===== src/rtl/load_store_unit_pkg.sv =====
// Shared types for the load/store unit: data/address widths, access sizes,
// FSM states and the access-fault check used at request acceptance.
package load_store_unit_pkg;

  localparam int WordWidth = 32;
  localparam int AddrWidth = 32;

  typedef logic [WordWidth-1:0] Word;
  typedef logic [AddrWidth-1:0] RamAddress;

  typedef enum logic [1:0] {
    MEM_BYTE = 2'b00,
    MEM_HALF = 2'b01,
    MEM_WORD = 2'b10,
    MEM_RSVD = 2'b11
  } MemSize;

  typedef enum logic [2:0] {
    ST_IDLE,
    ST_LOAD,
    ST_READ,
    ST_WRITE,
    ST_ERROR
  } lsu_state_e;

  // Reserved size or an offset that does not fit the access width.
  function automatic logic is_access_fault(input MemSize size, input logic [1:0] offset);
    logic fault;
    case (size)
      MEM_BYTE: fault = 1'b0;
      MEM_HALF: fault = offset[0];
      MEM_WORD: fault = (offset != 2'b00);
      default:  fault = 1'b1;
    endcase
    return fault;
  endfunction

endpackage


===== src/rtl/load_store_unit_if.sv =====
// Pipeline request/response handshake plus the word-RAM port of the unit.
interface load_store_unit_if;
  import load_store_unit_pkg::*;

  logic      req_valid;
  logic      req_ready;
  logic      req_write;
  MemSize    req_size;
  logic      req_unsigned;
  RamAddress req_address;
  Word       req_data;
  logic      resp_valid;
  Word       resp_data;
  logic      resp_error;
  logic      ram_write_enable;
  RamAddress ram_address;
  Word       ram_in;
  Word       ram_out;

  modport slave (
    input  req_valid, req_write, req_size, req_unsigned, req_address, req_data, ram_out,
    output req_ready, resp_valid, resp_data, resp_error, ram_write_enable, ram_address, ram_in
  );

  modport master (
    output req_valid, req_write, req_size, req_unsigned, req_address, req_data, ram_out,
    input  req_ready, resp_valid, resp_data, resp_error, ram_write_enable, ram_address, ram_in
  );
endinterface


===== src/rtl/load_store_unit_lane_merge.sv =====
// Little-endian lane logic shared by both paths: extract/extend a load lane
// and merge sub-word store data into the surrounding RAM word.
module mem_lane_merge
  import load_store_unit_pkg::*;
(
  input  Word        i_word,
  input  Word        i_store_data,
  input  MemSize     i_size,
  input  logic [1:0] i_offset,
  input  logic       i_unsigned,
  output Word        o_load_data,
  output Word        o_merged
);
  Word        w_shifted;
  Word        w_mask;
  Word        w_lanes;
  logic [4:0] w_shift;

  assign w_shift   = {i_offset, 3'b000};
  assign w_shifted = i_word >> w_shift;

  // NOTE: every output of a combinational block gets a default first so no path can infer a latch.
  always_comb begin
    o_load_data = i_word;
    w_mask      = '1;
    w_lanes     = i_store_data;
    case (i_size)
      MEM_BYTE: begin
        o_load_data = {{24{w_shifted[7] & ~i_unsigned}}, w_shifted[7:0]};
        w_mask      = Word'(32'h0000_00FF) << w_shift;
        w_lanes     = {4{i_store_data[7:0]}};
      end
      MEM_HALF: begin
        o_load_data = {{16{w_shifted[15] & ~i_unsigned}}, w_shifted[15:0]};
        w_mask      = Word'(32'h0000_FFFF) << w_shift;
        w_lanes     = {2{i_store_data[15:0]}};
      end
      default: ;
    endcase
  end

  assign o_merged = (i_word & ~w_mask) | (w_lanes & w_mask);

endmodule


===== src/rtl/load_store_unit.sv =====
// Load/store unit: accepts one request at a time, drives a word-wide RAM and
// completes loads/word stores in one cycle, sub-word stores via read-merge-write.
module load_store_unit
  import load_store_unit_pkg::*;
(
  input logic              clk,
  input logic              reset,
  load_store_unit_if.slave bus
);
  lsu_state_e r_state;
  logic       r_ready;
  logic       r_resp_valid;
  logic       r_resp_error;
  logic       r_ram_we;
  logic       r_write;
  logic       r_unsigned;
  MemSize     r_size;
  RamAddress  r_address;
  Word        r_data;
  Word        r_ram_in;

  Word       w_load_data;
  Word       w_merged;
  RamAddress w_ram_address;
  logic      w_accept;

  assign w_accept = bus.req_valid && r_ready;

  // Both lane paths work on the latched request against the RAM word being read.
  mem_lane_merge u_lane (
    .i_word       (bus.ram_out),
    .i_store_data (r_data),
    .i_size       (r_size),
    .i_offset     (r_address[1:0]),
    .i_unsigned   (r_unsigned),
    .o_load_data  (w_load_data),
    .o_merged     (w_merged)
  );

  assign w_ram_address        = reset ? '0 : (r_state == ST_IDLE) ? bus.req_address : r_address;
  assign bus.ram_address      = {w_ram_address[AddrWidth-1:2], 2'b00};
  assign bus.ram_in           = r_ram_in;
  assign bus.ram_write_enable = r_ram_we;
  assign bus.req_ready        = r_ready;
  assign bus.resp_valid       = r_resp_valid;
  assign bus.resp_error       = r_resp_error;
  assign bus.resp_data        = (r_state == ST_LOAD && !r_write) ? w_load_data : '0;

  // NOTE: sequential state uses non-blocking assignments so every register sees pre-edge values.
  always_ff @(posedge clk or posedge reset) begin
    if (reset) begin
      r_state      <= ST_IDLE;
      r_ready      <= 1'b0;
      r_resp_valid <= 1'b0;
      r_resp_error <= 1'b0;
      r_ram_we     <= 1'b0;
      r_write      <= 1'b0;
      r_unsigned   <= 1'b0;
      r_size       <= MEM_BYTE;
      r_address    <= '0;
      r_data       <= '0;
      r_ram_in     <= '0;
    end else begin
      r_resp_valid <= 1'b0;
      r_resp_error <= 1'b0;
      r_ram_we     <= 1'b0;
      case (r_state)
        ST_IDLE: begin
          r_ready <= 1'b1;
          if (w_accept) begin
            r_ready    <= 1'b0;
            r_write    <= bus.req_write;
            r_size     <= bus.req_size;
            r_unsigned <= bus.req_unsigned;
            r_address  <= bus.req_address;
            r_data     <= bus.req_data;
            if (is_access_fault(bus.req_size, bus.req_address[1:0])) begin
              r_state      <= ST_ERROR;
              r_resp_valid <= 1'b1;
              r_resp_error <= 1'b1;
            end else if (!bus.req_write) begin
              r_state      <= ST_LOAD;
              r_resp_valid <= 1'b1;
            end else if (bus.req_size == MEM_WORD) begin
              r_state      <= ST_WRITE;
              r_ram_in     <= bus.req_data;
              r_ram_we     <= 1'b1;
              r_resp_valid <= 1'b1;
            end else begin
              r_state <= ST_READ;
            end
          end
        end
        ST_READ: begin
          r_ram_in     <= w_merged;
          r_ram_we     <= 1'b1;
          r_resp_valid <= 1'b1;
          r_state      <= ST_WRITE;
        end
        ST_LOAD, ST_WRITE, ST_ERROR: begin
          r_state <= ST_IDLE;
          r_ready <= 1'b1;
        end
        default: begin
          r_state <= ST_IDLE;
          r_ready <= 1'b0;
        end
      endcase
    end
  end

endmodule

===== src/flat_wrapper.sv =====
// flat-port wrapper written by rule: the top's interface ports become plain ports
module load_store_unit_flat import load_store_unit_pkg::*;
  (clk, reset, bus_req_valid, bus_req_write, bus_req_size, bus_req_unsigned, bus_req_address, bus_req_data, bus_ram_out, bus_req_ready, bus_resp_valid, bus_resp_data, bus_resp_error, bus_ram_write_enable, bus_ram_address, bus_ram_in);
  load_store_unit_if bus_i ();
  input logic clk;
  input logic reset;
  input wire logic [$bits(bus_i.req_valid)-1:0] bus_req_valid;
  input wire logic [$bits(bus_i.req_write)-1:0] bus_req_write;
  input wire logic [$bits(bus_i.req_size)-1:0] bus_req_size;
  input wire logic [$bits(bus_i.req_unsigned)-1:0] bus_req_unsigned;
  input wire logic [$bits(bus_i.req_address)-1:0] bus_req_address;
  input wire logic [$bits(bus_i.req_data)-1:0] bus_req_data;
  input wire logic [$bits(bus_i.ram_out)-1:0] bus_ram_out;
  output wire logic [$bits(bus_i.req_ready)-1:0] bus_req_ready;
  output wire logic [$bits(bus_i.resp_valid)-1:0] bus_resp_valid;
  output wire logic [$bits(bus_i.resp_data)-1:0] bus_resp_data;
  output wire logic [$bits(bus_i.resp_error)-1:0] bus_resp_error;
  output wire logic [$bits(bus_i.ram_write_enable)-1:0] bus_ram_write_enable;
  output wire logic [$bits(bus_i.ram_address)-1:0] bus_ram_address;
  output wire logic [$bits(bus_i.ram_in)-1:0] bus_ram_in;
  assign bus_i.req_valid = bus_req_valid;
  assign bus_i.req_write = bus_req_write;
  assign bus_i.req_size = bus_req_size;
  assign bus_i.req_unsigned = bus_req_unsigned;
  assign bus_i.req_address = bus_req_address;
  assign bus_i.req_data = bus_req_data;
  assign bus_i.ram_out = bus_ram_out;
  assign bus_req_ready = bus_i.req_ready;
  assign bus_resp_valid = bus_i.resp_valid;
  assign bus_resp_data = bus_i.resp_data;
  assign bus_resp_error = bus_i.resp_error;
  assign bus_ram_write_enable = bus_i.ram_write_enable;
  assign bus_ram_address = bus_i.ram_address;
  assign bus_ram_in = bus_i.ram_in;
  load_store_unit u_core (.clk(clk), .reset(reset), .bus(bus_i));
endmodule

===== config.mk =====
export PLATFORM = sky130hd
export DESIGN_NAME = load_store_unit_flat
export DESIGN_NICKNAME = d
export VERILOG_FILES = /design/src/rtl/load_store_unit_pkg.sv /design/src/rtl/load_store_unit_if.sv /design/src/rtl/load_store_unit_lane_merge.sv /design/src/rtl/load_store_unit.sv /design/src/flat_wrapper.sv
export SDC_FILE = /design/constraint.sdc
export NUM_CORES = 1
export LEC_CHECK = 0
export ABC_AREA = 1
export ABC_CLOCK_PERIOD_IN_PS = 8900
export CORE_MARGIN = 1
export CORE_UTILIZATION = 47
export DETAILED_ROUTE_END_ITERATION = 8
export GPL_TIMING_DRIVEN = 1
export MAX_ROUTING_LAYER = met4
export PLACE_DENSITY = 0.77
export SLEW_MARGIN = 25
export SYNTH_ARGS = -nofsm -noshare
export SYNTH_HDL_FRONTEND = slang
export SYNTH_SLANG_ARGS = --single-unit

===== constraint.sdc =====
create_clock -name clk -period 8.9 [get_ports clk]
set_input_delay 1.78 -clock clk [delete_from_list [all_inputs] [get_ports clk]]
set_output_delay 1.78 -clock clk [all_outputs]
set_load 0.01 [all_outputs]

==> results of run 1 <==
## worst min-delay path, stage by stage (launching register included)
cell,delay [ns]
dfrtp_1,0.35
nand2_1,0.05
nand2_1,0.04
## how the worst min path moves through the flow
| stage | from | to | depth (start not counted) |
|---|---|---|---|
| global placement | u_core.bus.ram_in[2] | u_core.bus.ram_in[2] | 2 |
| global route | u_core.bus.ram_in[20] | u_core.bus.ram_in[20] | 2 |
| detailed placement | u_core.bus.ram_in[2] | u_core.bus.ram_in[2] | 2 |
| finish | u_core.bus.ram_in[6] | u_core.bus.ram_in[6] | 2 |
| floorplan | u_core.r_address[10] | u_core.r_address[10] | 2 |
| CTS | u_core.bus.ram_in[2] | u_core.bus.ram_in[2] | 2 |
## sequential cells by signal, summed over array words and instances, names as in the netlist
register,cells
u_core.bus.req_ready,1
u_core.bus.resp_valid,1
u_core.r_address,32
u_core.bus.resp_error,1
u_core.r_state,3
u_core.bus.ram_in,32
u_core.bus.ram_write_enable,1
u_core.r_data,32
u_core.r_size,2
u_core.r_unsigned,1
u_core.r_write,1
## cell families (layout without fill, tap and decap cells)
family | count (synthesis) | in the layout | share of synthesized area, %
DFF | 107 | 107 | 42.2
buffers and inverters | 120 | 290 | 8.04
and+or+nand+nor | 548 | 548 | 34.9
AOI/OAI and AO/OA | 180 | 180 | 14.8
other | 1 | 2 | 0.0590
## power by group through the flow
stage          sequential (mW)  clock [mW]  combinational, mW
2_1_floorplan            0.862           0               1.07
3_3_place_gp             0.882           0               1.66
3_5_place_dp             0.880           0               1.69
4_1_cts                  0.876       0.393               1.69
5_1_grt                  0.908       0.412               1.90
6_report                 0.882       0.388               1.70
## stage by stage
| step | total power, mW | cells | setup slack (ns) | utilization (%) | cell area, um^2 |
|---|---|---|---|---|---|
| after CTS | 2.96 | 1303 | 2.96 | 65.7 | 8660 |
| after detailed placement | 2.57 | 1287 | 2.97 | 63.5 | 8380 |
| after global routing | 3.22 | 1303 | 2.71 | 65.7 | 8660 |
| after global placement | 2.55 | 1287 | 3.04 | 63.5 | 8380 |
| after floorplan | 1.93 | 957 | 1.06 | - | 6350 |
| final | 2.97 | 1303 | 2.97 | 65.7 | 8660 |
## metal layers
layer	part of all wire (%)	vias up	track usage, %	routed length [um]
met1	43	3104	39.3	8610
met5	0	-	-	0
met3	9.2	28	7.72	1850
li1	-	3377	-	-
met2	46	335	46.9	9320
met4	1.8	0	8.81	357
## final cells by class
cell class              instances  share of cell area [%]
inverters                      67                    2.93
repair buffers                207                    23.7
multi-input cells             730                    36.6
well taps                     176                    2.54
clock buffers                   9                    2.60
flip-flops and latches        107                    30.9
clock inverters                 7                   0.679
## Yosys cell counts
cell type and n:
a31oi_1 6, o31ai_1 6, a21oi_1 62, o21ai_4 1, o21ai_1 3, a211o_1 2
inv_2 4, nand3_1 67, nor2_4 1, inv_1 63, nor2_2 15, nor2_1 65
conb_1 1, clkbuf_1 26, o21ai_0 100, nor3_1 1, nand2_2 6, nand3b_1 4
buf_2 15, buf_4 5, buf_6 3, buf_1 4, nand2_1 389, dfrtp_1 107
==> metrics.yaml, run 1 <==
nets: 1225
syn_avg_cell_area_um2: 6.64
final_cell_mix: "nand2_1 (388), clkdlybuf4s50_1 (200), dfrtp_1 (107)"
r2r_start: "u_core.r_address[0]"
criticalPathCategory: "in -> out"
start_kind: "primary input"
multi_input_area_um2: 3170
ctsRootBufferMaster: "clkbuf_16"
worstSetupStartpoint: "reset"
dieArea_um2: 14000
cts.sinks: 107
fill_cells: 1176
rrSetupSlack_ns: 6.59
crit_path_frequent_cell: "clkdlybuf4s50_1"
grt_pass1_wl_um: 32700
num_vias: 6844
clock.fmax_mhz: 169
antenna_found_initial: 0
netlist_area_um2: 6350
syn2layout_area_growth_pct: 36.3
routed_wirelength_um: 20100
ys_seq_area_share_pct: 42.2
tightest_slew_ns: 0.811
rsz0062_at_grt: "false"
port_buffers: 200
slew_headroom_pct: 45.9
dp_hpwl_um: 14500
via_per_inst: 5.25
clock_power_share_pct: 13.1
gp_congestion: 0.948
p_sw_share_pct: 47.1
diodes: 0
seqPwrFrac_pct: 29.7
timing.rr.end: "u_core.bus.ram_in[7]"
end_kind: "primary output"
crit_cells: 5
postSynthCellCount: 956
die_w_um: 118
synth-seq-cells: 107
hold_viol: 0
core-area_um2: 13200
synth_warnings: 0
crit_end: "bus_ram_address[25]"
cp_slowest_cell: "clkdlybuf4s50_1"
clkTransAtPathRegs_ns: 0.08
critical_path.max_fanout: 60
synth_top_area_share_pct: 42.2
cts_buffers: 9
hold_buffers: 0
setup_tns_ns: 0
status: "complete, no violations"
regArea_um2: 2680
intPower_mw: 1.57
synth.distinct_cells: 24
slowest_delay_ns: 0.74
worstRegToRegCells: 8
peakVddDrop_v: 0.000231
die_y_um: 118
cts_tree: "built"
clock_path_buffers: 2
yosys.area.top_type: "dfrtp_1"
p_leak_nw: 4.21
cpLargestDelayFamily: "buffers and inverters"
hp-class: "reg -> reg"
fin_crit_ns: 5.93
clock_latency_ns: 0.35
maxCapViolations: 0
first_pass_iters: 6
p_per_area_nw_per_um2: 343
worst-path-buf-inv: 3
final_common_cell: "nand2_1"
first_global_vias: 6317
wl_per_cell_um: 15.5
holdWs_ns: 0.474
first_iter_violations: 689
layout-drive-gt1-share_pct: 4.70
fin_worst_skew_ns: 0.00585
start_util_pct: 48.2
cts_resized: 0
grt_max_degree: 84
ios: 203
grtUsageTotal_pct: 30.3
drc: 0
finalSetupViolations: 0
path_cells: "clkdlybuf4s50_1 > inv_4 > o21ai_0 > a21oi_1 > clkdlybuf4s50_1"
rows: 42
min_period_over_period_pct: 66.6
postCtsSetupRepairBufs: 0
maxSlewViolCount: 0
critPathArrivalTime_ns: 4.15
p_comb_share_pct: 57.2
grt_overflow: 0
antenna_left: 0
ys_top_cells_by_area: "dfrtp_1 (42%), nand2_1 (23%), o21ai_0 (7.9%)"
cts_max_level: 3
total_switching_power_mw: 1.40
worstPathRequired_ns: 7.12
Note: power is estimated with default switching activity, not from simulation.
==> inputs of run 2 (changes only) <==
--- a/config.mk
+++ b/config.mk
@@ -6,13 +6,13 @@
 export NUM_CORES = 1
 export LEC_CHECK = 0
 export ABC_AREA = 1
-export ABC_CLOCK_PERIOD_IN_PS = 8900
+export ABC_CLOCK_PERIOD_IN_PS = 4800
 export CORE_MARGIN = 1
-export CORE_UTILIZATION = 47
+export CORE_UTILIZATION = 43
 export DETAILED_ROUTE_END_ITERATION = 8
 export GPL_TIMING_DRIVEN = 1
 export MAX_ROUTING_LAYER = met4
-export PLACE_DENSITY = 0.77
+export PLACE_DENSITY = 0.74
 export SLEW_MARGIN = 25
 export SYNTH_ARGS = -nofsm -noshare
 export SYNTH_HDL_FRONTEND = slang
==> constraint.sdc (replaced) <==
create_clock -name clk -period 4.8 [get_ports clk]
set_input_delay 0.96 -clock clk [delete_from_list [all_inputs] [get_ports clk]]
set_output_delay 0.96 -clock clk [all_outputs]
set_load 0.01 [all_outputs]
==> run 2 against run 1 <==
Compared with the run above:
- utilization down 5.4 points
- register-to-register slack worse by 4.2 ns
- flip-flop and latch count unchanged
- count of clock-buffer cells in the layout unchanged
- wire length up 3.4%
- clock skew up 0.0015 ns
- cell count up 0.92%
- critical path depth up 5
- combinational power up 86%
- global-route usage down 1.5 points
- sequential power up 85%
- final area up 0.77%
- largest cell class unchanged
- largest power group unchanged
- highest routed layer unchanged
==> metrics.yaml, run 2 (synthesis gave the netlist of run 1 again) <==
status: "complete, no violations"
final_common_cell: "nand2_1"
postLayoutCellArea_um2: 8730  # +0.77%
die_w_um: 124  # +4.5%
layout-drive-gt1-share_pct: 4.95  # +0.25 points
setup_tns_ns: 0  # unchanged
rsz0062_at_grt: "false"
layout_setup_ws_ns: 0.781  # -2.19 ns
rrSetupSlack_ns: 2.40  # -4.19 ns
final_cell_mix: "nand2_1 (388), clkdlybuf4s50_1 (200), dfrtp_1 (107)"
slew_headroom_pct: 34.8  # -11 points
start_util_pct: 43.9  # -4.3 points
clock.fmax_mhz: 249
criticalPathCategory: "in -> out"
hold_viol: 0  # unchanged
num_vias: 6972  # +1.9%
postCtsSetupRepairBufs: 0  # unchanged
peakVddDrop_v: 0.000364  # +58%
worstSetupStartpoint: "bus_ram_out[15]"
antenna_found_initial: 0  # unchanged
grt_max_degree: 74  # -12%
end_kind: "primary output"
tightest_slew_ns: 0.977  # +0.167 ns
grt_overflow: 0  # unchanged
ios: 203  # unchanged
crit_end: "bus_resp_data[18]"
critPathArrivalTime_ns: 3.06  # -1.09 ns
antenna_left: 0  # unchanged
dp_hpwl_um: 15200  # +5.1%
gp_congestion: 0.993  # +4.8%
min_period_over_period_pct: 83.7
worstRegToRegCells: 8  # unchanged
ctsRootBufferMaster: "clkbuf_16"
cts.sinks: 107  # unchanged
die_y_um: 124  # +4.5%
r2r_start: "u_core.r_address[0]"
p_leak_nw: 4.24  # +0.72%
via_per_inst: 5.30  # +0.94%
port_buffers: 200  # unchanged
p_per_area_nw_per_um2: 639  # +87%
maxSlewViolCount: 0  # unchanged
grt_pass1_wl_um: 32600  # -0.27%
cts_tree: "built"
first_global_vias: 6318  # +0.016%
cts_resized: 0  # unchanged
place_ws_ns: 0.790  # -2.18 ns
maxCapViolations: 0  # unchanged
clkTransAtPathRegs_ns: 0.08  # about the same
clock_path_buffers: 2  # unchanged
cts_buffers: 9  # unchanged
hold_buffers: 0  # unchanged
finalSetupViolations: 0  # unchanged
wl_per_cell_um: 15.8  # +2.5%
first_pass_iters: 6  # unchanged
first_iter_violations: 642  # -6.8%
syn2layout_area_growth_pct: 37.4
cts_max_level: 3  # unchanged
utilization_pct: 60.3  # -5.4 points
core-area_um2: 14500  # +9.8%
drc: 0  # unchanged
dieArea_um2: 15300  # +9.1%
worstPathRequired_ns: 3.84  # -3.28 ns
nets: 1229  # +0.33%
hp-class: "reg -> reg"
rows: 44  # +4.8%
fin_worst_skew_ns: 0.00735  # +0.00150 ns
timing.rr.end: "u_core.bus.ram_in[7]"
clock_latency_ns: 0.35  # about the same
routed_wirelength_um: 20800  # +3.4%
grtUsageTotal_pct: 28.8  # -1.5 points
critical_path.max_fanout: 16  # -73%
start_kind: "primary input"
diodes: 0  # unchanged
placed_cell_area_um2: 8420  # +0.48%
fin_crit_ns: 4.02
[run 2: worst min path at each step]
stage | startpoint | slack [ns] | end | cells after the start
floorplan | u_core.r_address[10] | 0.45 | u_core.r_address[10] | 2
global placement | u_core.bus.ram_in[2] | 0.46 | u_core.bus.ram_in[2] | 2
detailed placement | u_core.bus.ram_in[5] | 0.46 | u_core.bus.ram_in[5] | 2
CTS | u_core.bus.ram_in[5] | 0.48 | u_core.bus.ram_in[5] | 2
global route | u_core.bus.ram_in[2] | 0.50 | u_core.bus.ram_in[2] | 2
finish | u_core.bus.ram_in[5] | 0.48 | u_core.bus.ram_in[5] | 2
[run 2: area by class of cell]
class / count / area, um^2
well taps: 184 / 230
fillers: 1385 / 5750
clock inverters: 7 / 81.3
flip-flops and latches: 107 / 2680
repair buffers: 211 / 2090
inverters: 67 / 254
multi-input cells: 730 / 3170
clock buffers: 9 / 225
[run 2: worst max-delay path, stage by stage]
cell	delay, ns
clkdlybuf4s50_1	0.56
nand2_1	0.07
nand2_1	0.09
nand2_1	0.05
nand2_1	0.09
nand2_2	0.13
nand3_1	0.13
nand2_2	0.24
nor2_1	0.18
clkdlybuf4s50_1	0.56
[run 2: where the power goes]
| part | total, mW | switching [mW] | internal, mW |
|---|---|---|---|
| logic | 3.17 | 1.94 | 1.23 |
| clock network | 0.779 | 0.364 | 0.415 |
| registers | 1.63 | 0.300 | 1.33 |
[run 2: through the flow]
| stage | power, mW | hold WS, ns | instances |
|---|---|---|---|
| 2_1_floorplan | 3.57 | 0.448 | 957 |
| 3_3_place_gp | 4.76 | 0.457 | 1299 |
| 3_5_place_dp | 4.80 | 0.462 | 1299 |
| 4_1_cts | 5.59 | 0.481 | 1315 |
| 5_1_grt | 6.07 | 0.496 | 1315 |
| 6_report | 5.58 | 0.478 | 1315 |
[run 2: layer usage]
| layer | vias up | wire [um] | track usage (%) |
|---|---|---|---|
| met5 | - | 0 | - |
| met4 | 0 | 592 | 10.2 |
| met3 | 41 | 1810 | 5.95 |
| met2 | 333 | 9310 | 43.7 |
| met1 | 3215 | 9110 | 38.2 |
| li1 | 3383 | - | - |
